$ cat config.mk
export PLATFORM = sky130hd
export DESIGN_NAME = board_io_shell
export DESIGN_NICKNAME = d
export VERILOG_FILES = /design/src/rtl/board_io_pkg.sv /design/src/rtl/board_io_debounce.sv /design/src/rtl/board_io_shell.sv
export SDC_FILE = /design/constraint.sdc
export NUM_CORES = 1
export LEC_CHECK = 0
export BUFFER_PORTS_ARGS = -buffer_cell sky130_fd_sc_hd__buf_2
export CAP_MARGIN = 20
export CORE_UTILIZATION = 55
export CTS_CLUSTER_SIZE = 24
export DETAILED_ROUTE_END_ITERATION = 7
export PLACE_DENSITY_LB_ADDON = 0.08
export SKIP_CTS_REPAIR_TIMING = 1
export SYNTH_ARGS = -nofsm -noshare
export SYNTH_HDL_FRONTEND = slang
export SYNTH_HIERARCHICAL = 1
export SYNTH_SLANG_ARGS = --single-unit
$ cat constraint.sdc
create_clock -name clk -period 2.5 [get_ports clk]
set_clock_uncertainty 0.1 [all_clocks]
set_input_delay 0.75 -clock clk [delete_from_list [all_inputs] [get_ports clk]]
set_output_delay 0.75 -clock clk [all_outputs]
set_load 0.02 [all_outputs]
$ cat src/rtl/board_io_pkg.sv
// rtl/board_io_pkg.sv - shared types for the board I/O conditioning shell
// Purpose: LED display mode encoding and reset sequencer state encoding.
// Ports: none (package).
package board_io_pkg;

    // Encodings match the raw mode_sel switch values.
    typedef enum logic [1:0] {
        MODE_DIRECT    = 2'b00,
        MODE_PWM       = 2'b01,
        MODE_HEARTBEAT = 2'b10,
        MODE_RSTSTAT   = 2'b11
    } mode_t;

    typedef enum logic [1:0] {
        ST_ASSERT = 2'd0,
        ST_HOLD   = 2'd1,
        ST_RUN    = 2'd2
    } rst_state_t;

endpackage

$ cat src/rtl/board_io_debounce.sv
// rtl/board_io_debounce.sv - button synchroniser and debouncer
// Purpose: normalises the raw button to "pressed", passes it through a 2-FF
//          synchroniser and only lets a new level through after it has been
//          stable for DEBOUNCE_CYCLES consecutive cycles.
// Ports:
//   clk, rst_n  - clock, asynchronous active-low reset
//   btn_raw     - raw, unsynchronised button pin
//   pressed     - debounced, polarity-normalised button (1 = pressed)
module board_io_debounce #(
    parameter int DEBOUNCE_CYCLES = 500_000,
    parameter int ACTIVE_HIGH     = 1
) (
    input  logic clk,
    input  logic rst_n,
    input  logic btn_raw,
    output logic pressed
);

    localparam int             CNT_W    = $clog2(DEBOUNCE_CYCLES + 1);
    localparam logic [CNT_W-1:0] CNT_LAST = CNT_W'(DEBOUNCE_CYCLES - 1);

    logic             pressed_raw;
    logic             sync1_q, sync1_d;
    logic             sync2_q, sync2_d;
    logic             deb_q, deb_d;
    logic [CNT_W-1:0] cnt_q, cnt_d;

    // Normalising before the synchroniser lets every flop reset to "pressed",
    // so the SoC stays in reset until a genuine release is seen.
    assign pressed_raw = (ACTIVE_HIGH != 0) ? btn_raw : ~btn_raw;

    always_comb begin
        sync1_d = pressed_raw;
        sync2_d = sync1_q;
        deb_d   = deb_q;
        cnt_d   = cnt_q;
        if (sync2_q == deb_q) begin
            cnt_d = '0;
        end else if (cnt_q == CNT_LAST) begin
            deb_d = sync2_q;
            cnt_d = '0;
        end else begin
            cnt_d = cnt_q + 1'b1;
        end
    end

    always_ff @(posedge clk or negedge rst_n) begin
        if (!rst_n) begin
            sync1_q <= 1'b1;
            sync2_q <= 1'b1;
            deb_q   <= 1'b1;
            cnt_q   <= '0;
        end else begin
            sync1_q <= sync1_d;
            sync2_q <= sync2_d;
            deb_q   <= deb_d;
            cnt_q   <= cnt_d;
        end
    end

    assign pressed = deb_q;

endmodule

$ cat src/rtl/board_io_shell.sv
// rtl/board_io_shell.sv - board pin conditioning between FPGA pins and the SoC
// Purpose: turns the raw reset button into a clean stretched SoC reset and
//          drives the LED bank in direct / PWM / heartbeat / reset-status mode.
//          Optional walking-one LED self-test on every entry to RUN when the
//          macro BOARD_IO_SELFTEST_EN is defined.
// Ports:
//   clk, rst_n  - clock, asynchronous active-low global reset
//   btn_rst     - raw reset button
//   mode_sel    - raw 2-bit display mode switch
//   brightness  - PWM duty (quasi-static)
//   soc_leds    - LED vector from the SoC
//   soc_rst_n   - conditioned active-low SoC reset (registered)
//   led         - board LED pins (registered)
//   rst_active  - high while the reset sequencer is not in RUN (registered)
module board_io_shell #(
    parameter int LED_WIDTH             = 8,
    parameter int BTN_ACTIVE_HIGH       = 1,
    parameter int DEBOUNCE_CYCLES       = 500_000,
    parameter int RST_HOLD_CYCLES       = 16,
    parameter int PWM_BITS              = 8,
    parameter int HEARTBEAT_HALF_CYCLES = 25_000_000
) (
    input  logic                 clk,
    input  logic                 rst_n,
    input  logic                 btn_rst,
    input  logic [1:0]           mode_sel,
    input  logic [PWM_BITS-1:0]  brightness,
    input  logic [LED_WIDTH-1:0] soc_leds,
    output logic                 soc_rst_n,
    output logic [LED_WIDTH-1:0] led,
    output logic                 rst_active
);
    import board_io_pkg::*;

    localparam int              HOLD_W    = $clog2(RST_HOLD_CYCLES + 1);
    localparam logic [HOLD_W-1:0] HOLD_LAST = HOLD_W'(RST_HOLD_CYCLES - 1);
    localparam int              HB_W      = $clog2(HEARTBEAT_HALF_CYCLES + 1);
    localparam logic [HB_W-1:0] HB_LAST   = HB_W'(HEARTBEAT_HALF_CYCLES - 1);

    logic                 btn_pressed;
    logic [1:0]           mode_s1_q, mode_s1_d;
    mode_t                mode_s2_q, mode_s2_d;
    rst_state_t           state_q, state_d;
    logic [HOLD_W-1:0]    hold_cnt_q, hold_cnt_d;
    logic                 soc_rst_n_q, soc_rst_n_d;
    logic                 rst_active_q, rst_active_d;
    logic [PWM_BITS-1:0]  pwm_cnt_q, pwm_cnt_d;
    logic [HB_W-1:0]      hb_cnt_q, hb_cnt_d;
    logic                 hb_q, hb_d;
    logic [LED_WIDTH-1:0] led_q, led_d;
    logic [LED_WIDTH-1:0] led_mode;
    logic                 pwm_on;
    logic                 run_now;

    board_io_debounce #(
        .DEBOUNCE_CYCLES (DEBOUNCE_CYCLES),
        .ACTIVE_HIGH     (BTN_ACTIVE_HIGH)
    ) u_btn_debounce (
        .clk     (clk),
        .rst_n   (rst_n),
        .btn_raw (btn_rst),
        .pressed (btn_pressed)
    );

    // Reset sequencer; outputs are registered from the next state so
    // soc_rst_n falls on the same edge that leaves RUN.
    always_comb begin
        state_d    = state_q;
        hold_cnt_d = hold_cnt_q;
        case (state_q)
            ST_ASSERT: begin
                if (!btn_pressed) begin
                    state_d    = ST_HOLD;
                    hold_cnt_d = '0;
                end
            end
            ST_HOLD: begin
                if (btn_pressed) begin
                    state_d    = ST_ASSERT;
                    hold_cnt_d = '0;
                end else if (hold_cnt_q == HOLD_LAST) begin
                    state_d    = ST_RUN;
                    hold_cnt_d = '0;
                end else begin
                    hold_cnt_d = hold_cnt_q + 1'b1;
                end
            end
            ST_RUN: begin
                if (btn_pressed) begin
                    state_d = ST_ASSERT;
                end
            end
            default: begin
                state_d    = ST_ASSERT;
                hold_cnt_d = '0;
            end
        endcase
        soc_rst_n_d  = (state_d == ST_RUN);
        rst_active_d = (state_d != ST_RUN);
    end

    // Free-running PWM and heartbeat timebases plus mode synchroniser.
    always_comb begin
        mode_s1_d = mode_sel;
        mode_s2_d = mode_t'(mode_s1_q);
        pwm_cnt_d = pwm_cnt_q + 1'b1;
        pwm_on    = (pwm_cnt_q < brightness);
        hb_d      = hb_q;
        if (hb_cnt_q == HB_LAST) begin
            hb_cnt_d = '0;
            hb_d     = ~hb_q;
        end else begin
            hb_cnt_d = hb_cnt_q + 1'b1;
        end
    end

`ifdef BOARD_IO_SELFTEST_EN
    localparam int               IDX_W    = (LED_WIDTH > 1) ? $clog2(LED_WIDTH) : 1;
    localparam logic [IDX_W-1:0] IDX_LAST = IDX_W'(LED_WIDTH - 1);

    logic             st_active_q, st_active_d;
    logic [IDX_W-1:0] st_idx_q, st_idx_d;
    logic [HB_W-1:0]  st_cnt_q, st_cnt_d;

    // Walk starts on the HOLD->RUN edge and is dropped by any exit from RUN.
    always_comb begin
        st_active_d = st_active_q;
        st_idx_d    = st_idx_q;
        st_cnt_d    = st_cnt_q;
        if (state_q == ST_HOLD && state_d == ST_RUN) begin
            st_active_d = 1'b1;
            st_idx_d    = '0;
            st_cnt_d    = '0;
        end else if (state_d != ST_RUN) begin
            st_active_d = 1'b0;
        end else if (st_active_q) begin
            if (st_cnt_q == HB_LAST) begin
                st_cnt_d = '0;
                if (st_idx_q == IDX_LAST) begin
                    st_active_d = 1'b0;
                end else begin
                    st_idx_d = st_idx_q + 1'b1;
                end
            end else begin
                st_cnt_d = st_cnt_q + 1'b1;
            end
        end
    end

    always_ff @(posedge clk or negedge rst_n) begin
        if (!rst_n) begin
            st_active_q <= 1'b0;
            st_idx_q    <= '0;
            st_cnt_q    <= '0;
        end else begin
            st_active_q <= st_active_d;
            st_idx_q    <= st_idx_d;
            st_cnt_q    <= st_cnt_d;
        end
    end
`endif

    // LED mux. Outside RUN only the reset-status mode lights anything.
    always_comb begin
        run_now = (state_q == ST_RUN);
        case (mode_s2_q)
            MODE_DIRECT:    led_mode = soc_leds;
            MODE_PWM:       led_mode = soc_leds & {LED_WIDTH{pwm_on}};
            MODE_HEARTBEAT: begin
                led_mode    = soc_leds;
                led_mode[0] = hb_q;
            end
            default:        led_mode = {LED_WIDTH{rst_active_q}};
        endcase
        if (mode_s2_q != MODE_RSTSTAT && !run_now) begin
            led_d = '0;
        end else begin
            led_d = led_mode;
        end
`ifdef BOARD_IO_SELFTEST_EN
        if (st_active_q && run_now) begin
            led_d = LED_WIDTH'(1) << st_idx_q;
        end
`endif
    end

    always_ff @(posedge clk or negedge rst_n) begin
        if (!rst_n) begin
            mode_s1_q    <= 2'b00;
            mode_s2_q    <= MODE_DIRECT;
            state_q      <= ST_ASSERT;
            hold_cnt_q   <= '0;
            soc_rst_n_q  <= 1'b0;
            rst_active_q <= 1'b1;
            pwm_cnt_q    <= '0;
            hb_cnt_q     <= '0;
            hb_q         <= 1'b0;
            led_q        <= '0;
        end else begin
            mode_s1_q    <= mode_s1_d;
            mode_s2_q    <= mode_s2_d;
            state_q      <= state_d;
            hold_cnt_q   <= hold_cnt_d;
            soc_rst_n_q  <= soc_rst_n_d;
            rst_active_q <= rst_active_d;
            pwm_cnt_q    <= pwm_cnt_d;
            hb_cnt_q     <= hb_cnt_d;
            hb_q         <= hb_d;
            led_q        <= led_d;
        end
    end

    assign soc_rst_n  = soc_rst_n_q;
    assign rst_active = rst_active_q;
    assign led        = led_q;

endmodule

# Word-level counts from Yosys, hierarchy flattened
# Index checks and enable logic that the tools add are counted.
[totals]
ram_bits = 0
memories = 0
regBits = 77
word_cells = 55
mem_bits_ro = 0
in_bits = 21
latch_bits = 0
output_inout_bits = 10
[classes]
div = 0
n_lt_le_gt_ge = 1
n_mul = 0
n_reduce_logical = 6
shift = 0
eq_ne = 12
bitwise_logic = 4
n_mux = 14
n_addsub = 4
[ops]
columns = ["cell", "count"]
rows = [
  ["$mux W19", 2],
  ["$add A25 B1 Y25 const B", 1],
  ["$eq A25 B25 Y1 const B", 1],
  ["$mux W25", 1],
  ["$pmux W8 S3", 1],
  ["$add A19 B1 Y19 const B", 1],
  ["$eq A19 B19 Y1 const B", 1],
  ["$mux W5", 3],
  ["$pmux W5 S3", 1],
  ["$add A8 B1 Y8 const B", 1],
  ["$and A8 B8 Y8", 1],
  ["$lt A8 B8 Y1", 1],
  ["$mux W2", 4],
  ["$mux W8", 1],
  ["$eq A2 B2 Y1 const B", 3],
  ["$ne A2 B2 Y1 const B", 3],
  ["$pmux W2 S3", 1],
  ["$add A5 B1 Y5 const B", 1],
  ["$eq A5 B4 Y1 const B", 1],
  ["$eq A2 B1 Y1 const B", 2],
  ["$logic_not A2 Y1", 2],
  ["$reduce_and A2 Y1", 2],
  ["$not A1 Y1", 3],
  ["$eq A1 B1 Y1", 1],
  ["other kinds (2)", 2],
]

# Logic depth before layout (Yosys ltp)
[depth]
depth_word = 5
ltp_mapped = 6
depth_no_buf = 6

# By module
# Netlist, hierarchy kept.
[modules_own_cells]
columns = ["module", "area_per_inst_um2", "instances", "seq_area_each_um2", "cells_per_inst"]
rows = [
  ["board_io_shell", 2613.8, 1, 1377.6, 244],
  ["board_io_debounce", 1083.5, 1, 554.3, 105],
]

# Worst setup path before layout
# Ideal clock, no wire load.
[synth_timing]
path_type = "input port to flip-flop"
start = "in brightness[6]"
end = "reg led_q[0] (netlist: led[0])"
stages = 6
n_path_buf = 0
t_required_ps = 2317
slack_ps = 368
setup_time_ps = 83
arrival_time_ps = 1949
path_cell_list = "inv_1 ha_1 and3_1 a221o_1 a22o_1 o21ai_0"
[synth_via]
elab_chain_len = 4
[synth_rtl]
columns = ["item", "line", "rtl"]
rows = [
  ["start: declaration", "board_io_shell.sv:27", "input logic [PWM_BITS-1:0] brightness,"],
  ["$lt A8 B8 Y1", "board_io_shell.sv:107", "pwm_on = (pwm_cnt_q < brightness);"],
  ["$and A8 B8 Y8", "board_io_shell.sv:168", "MODE_PWM: led_mode = soc_leds & {LED_WIDTH{pwm_on}};"],
  ["$pmux W8 S3", "board_io_shell.sv:166", "case (mode_s2_q)"],
  ["$mux W8", "board_io_shell.sv:175", "if (mode_s2_q != MODE_RSTSTAT && !run_now) begin"],
  ["via led_d[0]", "board_io_shell.sv:50", "logic [LED_WIDTH-1:0] led_q, led_d;"],
  ["end signal: assignment", "board_io_shell.sv:209", "led_q <= led_d;"],
  ["end: declaration", "board_io_shell.sv:50", ""],
]
# The timed path passes the listed nets, and every way through them passes these cells.
# A chain may end at the register's enable or synchronous reset.

# Worst setup path after layout
[layout_timing]
start = "reg u_btn_debounce.cnt_q[0]"
end = "reg u_btn_debounce.cnt_q[16]"
[layout_via]
elab_chain_len = 3
elab_cells_between_ends = 4
classes_between = "add/sub: 1; eq/ne: 1; mux: 2"
[layout_rtl]
columns = ["item", "line", "rtl"]
rows = [
  ["start: declaration", "board_io_debounce.sv:26", "logic [CNT_W-1:0] cnt_q, cnt_d;"],
  ["start signal: assignment", "board_io_debounce.sv:57", "cnt_q <= cnt_d;"],
  ["$add A19 B1 Y19 / $eq A19 B19 Y1 (equally long branches)", "board_io_debounce.sv:43, board_io_debounce.sv:39", ""],
  ["$mux W19 (*)", "board_io_debounce.sv:39", "end else if (cnt_q == CNT_LAST) begin"],
  ["$mux W19 (*)", "board_io_debounce.sv:37", "if (sync2_q == deb_q) begin"],
  ["via u_btn_debounce.cnt_d[16]", "board_io_debounce.sv:26", ""],
]
# Mark *: on every way through the listed nets, which the timed path passes. The rest lies on a longest branch.

==> flow_metrics.env <==
export IMPL_sequentialPowerShare=0.555
export IMPL_layout_drive_gt1_share=0.171
export IMPL_ctsHtreeMaxLevel=3
export IMPL_async_flop_share=1.00
export IMPL_fin_tns_setup_ns=0
export IMPL_crit_type="flip-flop to flip-flop"
export IMPL_grt_ovfl_total=0
export IMPL_place_hpwl_mm=4.56
export IMPL_rsz0062_at_grt="false"
export IMPL_port_buffers=30
export IMPL_vias=2636
export IMPL_power_net_switching_mw=0.515
export IMPL_initial_core_util=0.576
export IMPL_startpoint_type="flip-flop"
export IMPL_syn_to_final_growth_pct=11.6
export IMPL_finalMaxSlewViolations=0
export IMPL_die_h_um=84.0
export IMPL_grt_max_degree=40
export IMPL_yosys_most_used_dff="dfrtp_1"
export IMPL_cp_end_kind="flip-flop"
export IMPL_r2r_end="u_btn_debounce/cnt_q[16]"
export IMPL_cts_buffers=9
export IMPL_grt_pass1_wl_mm=11.4
export IMPL_routed_wl_mm=6.46
export IMPL_power_internal_mw=1.78
export IMPL_drt_pass1_iterations=6
export IMPL_die_w_um=84.0
export IMPL_ys_warn_count=6
export IMPL_vdd_drop_max_v=0.000322
export IMPL_finalHoldViolations=0
export IMPL_clkLatencyLatePin_ns=0.35
export IMPL_gp_congestion=0.831
export IMPL_ant_nets=0
export IMPL_fin_area_sq_um=4130
export IMPL_yosysSeqAreaShare=0.523
export IMPL_r2r_start="u_btn_debounce/cnt_q[0]"
export IMPL_final_cells=469
export IMPL_antenna_found_initial=0
export IMPL_dieArea_sq_um=7050
export IMPL_gr_usage_all_layers=0.206
export IMPL_tightest_slew_ns=0.589
export IMPL_power_frac_clock=0.401
export IMPL_critical_path_peak_fanout=8
export IMPL_switching_share=0.224
export IMPL_violations="design-rule violations"
export IMPL_p_leak_nw=1.89
export IMPL_status="finished with violations"
export IMPL_crit_arrival_ns=2.31
export IMPL_hold_class="input port to async pin"
export IMPL_holdWs_ns=0.255
export IMPL_reg2reg_depth=5
export IMPL_cts_root_buffer="clkbuf_8"
export IMPL_p_comb_frac=0.045
export IMPL_wl_per_cell_um=13.8
export IMPL_crit_required_ns=2.68
export IMPL_placed_cells=454
export IMPL_ff2ff_setup_slack_ns=0.37
export IMPL_yosysUniqueCellTypes=49
export IMPL_fp_coreArea_sq_um=6420
export IMPL_fill_cells=536
export IMPL_ios=31
export IMPL_syn_avg_cell_area_sq_um=10.6
export IMPL_cap_violations=0
export IMPL_grt_pass1_vias=2532
export IMPL_row_count=29
export IMPL_clkSinkCount=77
export IMPL_n_antenna_cell=0
export IMPL_synth_area_sq_um=3700
export IMPL_tritoncts="done"
export IMPL_finalNetCount=420
export IMPL_synth_seq_cells=77
export IMPL_setup_viol=0
export IMPL_layout_min_cycle_time_ns=2.13
export IMPL_cts_buffer_depth=2
export IMPL_viasPerCell=5.62
export IMPL_post_route_period_util=0.851
export IMPL_syn_inst=349
export IMPL_max_freq_ghz=0.470
export IMPL_cp_startpoint="u_btn_debounce/cnt_q[0]"
export IMPL_clkTransAtPathRegs_ns=0.08
export IMPL_placed_area_sq_um=3940
export IMPL_synth_net_count=381
export IMPL_synth_edf_count=0
export IMPL_drc=10
export IMPL_drt_iter0_markers=98
export IMPL_powerDensity_nw_per_um2=557
export IMPL_slew_headroom=0.603
-- how the worst max path moves through the flow --
stage,to,slack (ns),cells after the start
after CTS,u_btn_debounce/cnt_q[16],0.37,5
after floorplan,led[0],0.37,6
after global placement,led[1],0.21,7
after detailed placement,led[6],0.18,7
after global routing,u_btn_debounce/cnt_q[16],0.27,5
final,u_btn_debounce/cnt_q[16],0.37,5
-- final cells by class --
type                    count  area [sq um]  share of cell area
multi-input cells         251          1670               0.404
repair buffers             34           183              0.0443
inverters                  15          56.3              0.0136
flip-flops and latches     77          1930               0.468
clock buffers              11           141              0.0343
clock inverters             4          50.0              0.0121
well taps                  77          96.3              0.0233
-- power by group through the flow --
stage / Combinational, mW / Sequential [mW] / Clock [mW]
2_1_floorplan: 0.0356 / 1.31 / 0
3_3_place_gp: 0.104 / 1.30 / 0
3_5_place_dp: 0.105 / 1.30 / 0
4_1_cts: 0.106 / 1.27 / 0.952
5_1_grt: 0.118 / 1.28 / 0.992
6_report: 0.102 / 1.27 / 0.921
-- kinds of logic after synthesis --
group                    share of synthesized area
flip-flops                                   0.523
multiplexers                               0.00575
XOR/XNOR                                    0.0853
AO/OA/AOI/OAI                               0.0975
buffers and inverters                       0.0261
AND/OR/NAND/NOR                              0.226
adder cells (fa/ha/maj)                     0.0372
-- placed cells by master, fill, tap and decap left out, types with 5 or more instances in the layout --
cell type and count:
clkbuf_8 10, and3_1 7, o21ai_0 25, nor3_1 5, nand4_1 8, nor2_1 32, nor4_1 7, inv_1 15
xnor2_1 26, and2_1 5, or3_1 6, buf_4 5, nand3_1 24, ha_1 11, dfrtp_1 73, o31ai_1 5
buf_2 29, xor2_1 10, a21oi_1 14, nand2_1 22
-- layer usage --
layer / wire length [um] / global-route usage / vias up / share of wire
met5: 0 / 0 / - / 0
met4: 136 / 0.108 / 0 / 0.021
met3: 226 / 0.0455 / 13 / 0.035
met2: 2770 / 0.308 / 45 / 0.43
met1: 3320 / 0.283 / 1258 / 0.51
li1: - / - / 1320 / -
-- Yosys cell counts (3+ instances only) --
cell type  instances  share of area
dfrtp_1           73           0.49
xor2_1            10          0.024
nand2b_1           3         0.0051
or3_1              6          0.010
o21ai_0           25          0.034
nand2_1           22          0.022
nor3_1             5         0.0068
nor2b_1            3         0.0051
a21oi_1           14          0.019
nor4_1             7          0.012
and2_1             5         0.0085
or4_1              4         0.0081
o31ai_1            5          0.010
nand4_1            8          0.014
inv_1             15          0.015
buf_4              4         0.0081
ha_1              11          0.037
dfstp_2            4          0.028
and3_1             7          0.012
nand3_1           24          0.032
nor2_1            32          0.032
xnor2_1           26          0.062
-- critical path, stage by stage, from the launching register on --
cell and delay (ns):
dfrtp_1 0.41, ha_1 0.28, nand4_4 0.20, or4_4 0.60, or3_1 0.32, a21oi_1 0.14
-- sequential cells by signal, summed over array words and instances (netlist names) --
register                flops
hb_cnt_q                   25
u_btn_debounce/cnt_q       19
led                         8
pwm_cnt_q                   8
hold_cnt_q                  5
mode_s1_q                   2
mode_s2_q                   2
state_q                     2
hb_q                        1
rst_active                  1
soc_rst_n                   1
u_btn_debounce/pressed      1
u_btn_debounce/sync1_q      1
u_btn_debounce/sync2_q      1
-- metrics by stage --
step	setup slack, ns	power (mW)	util
6_report	0.372	2.30	0.643
3_3_place_gp	0.209	1.40	0.613
5_1_grt	0.270	2.39	0.643
4_1_cts	0.370	2.33	0.643
3_5_place_dp	0.177	1.40	0.613
2_1_floorplan	0.368	1.34	-
Power figures use the tool's default switching activity.
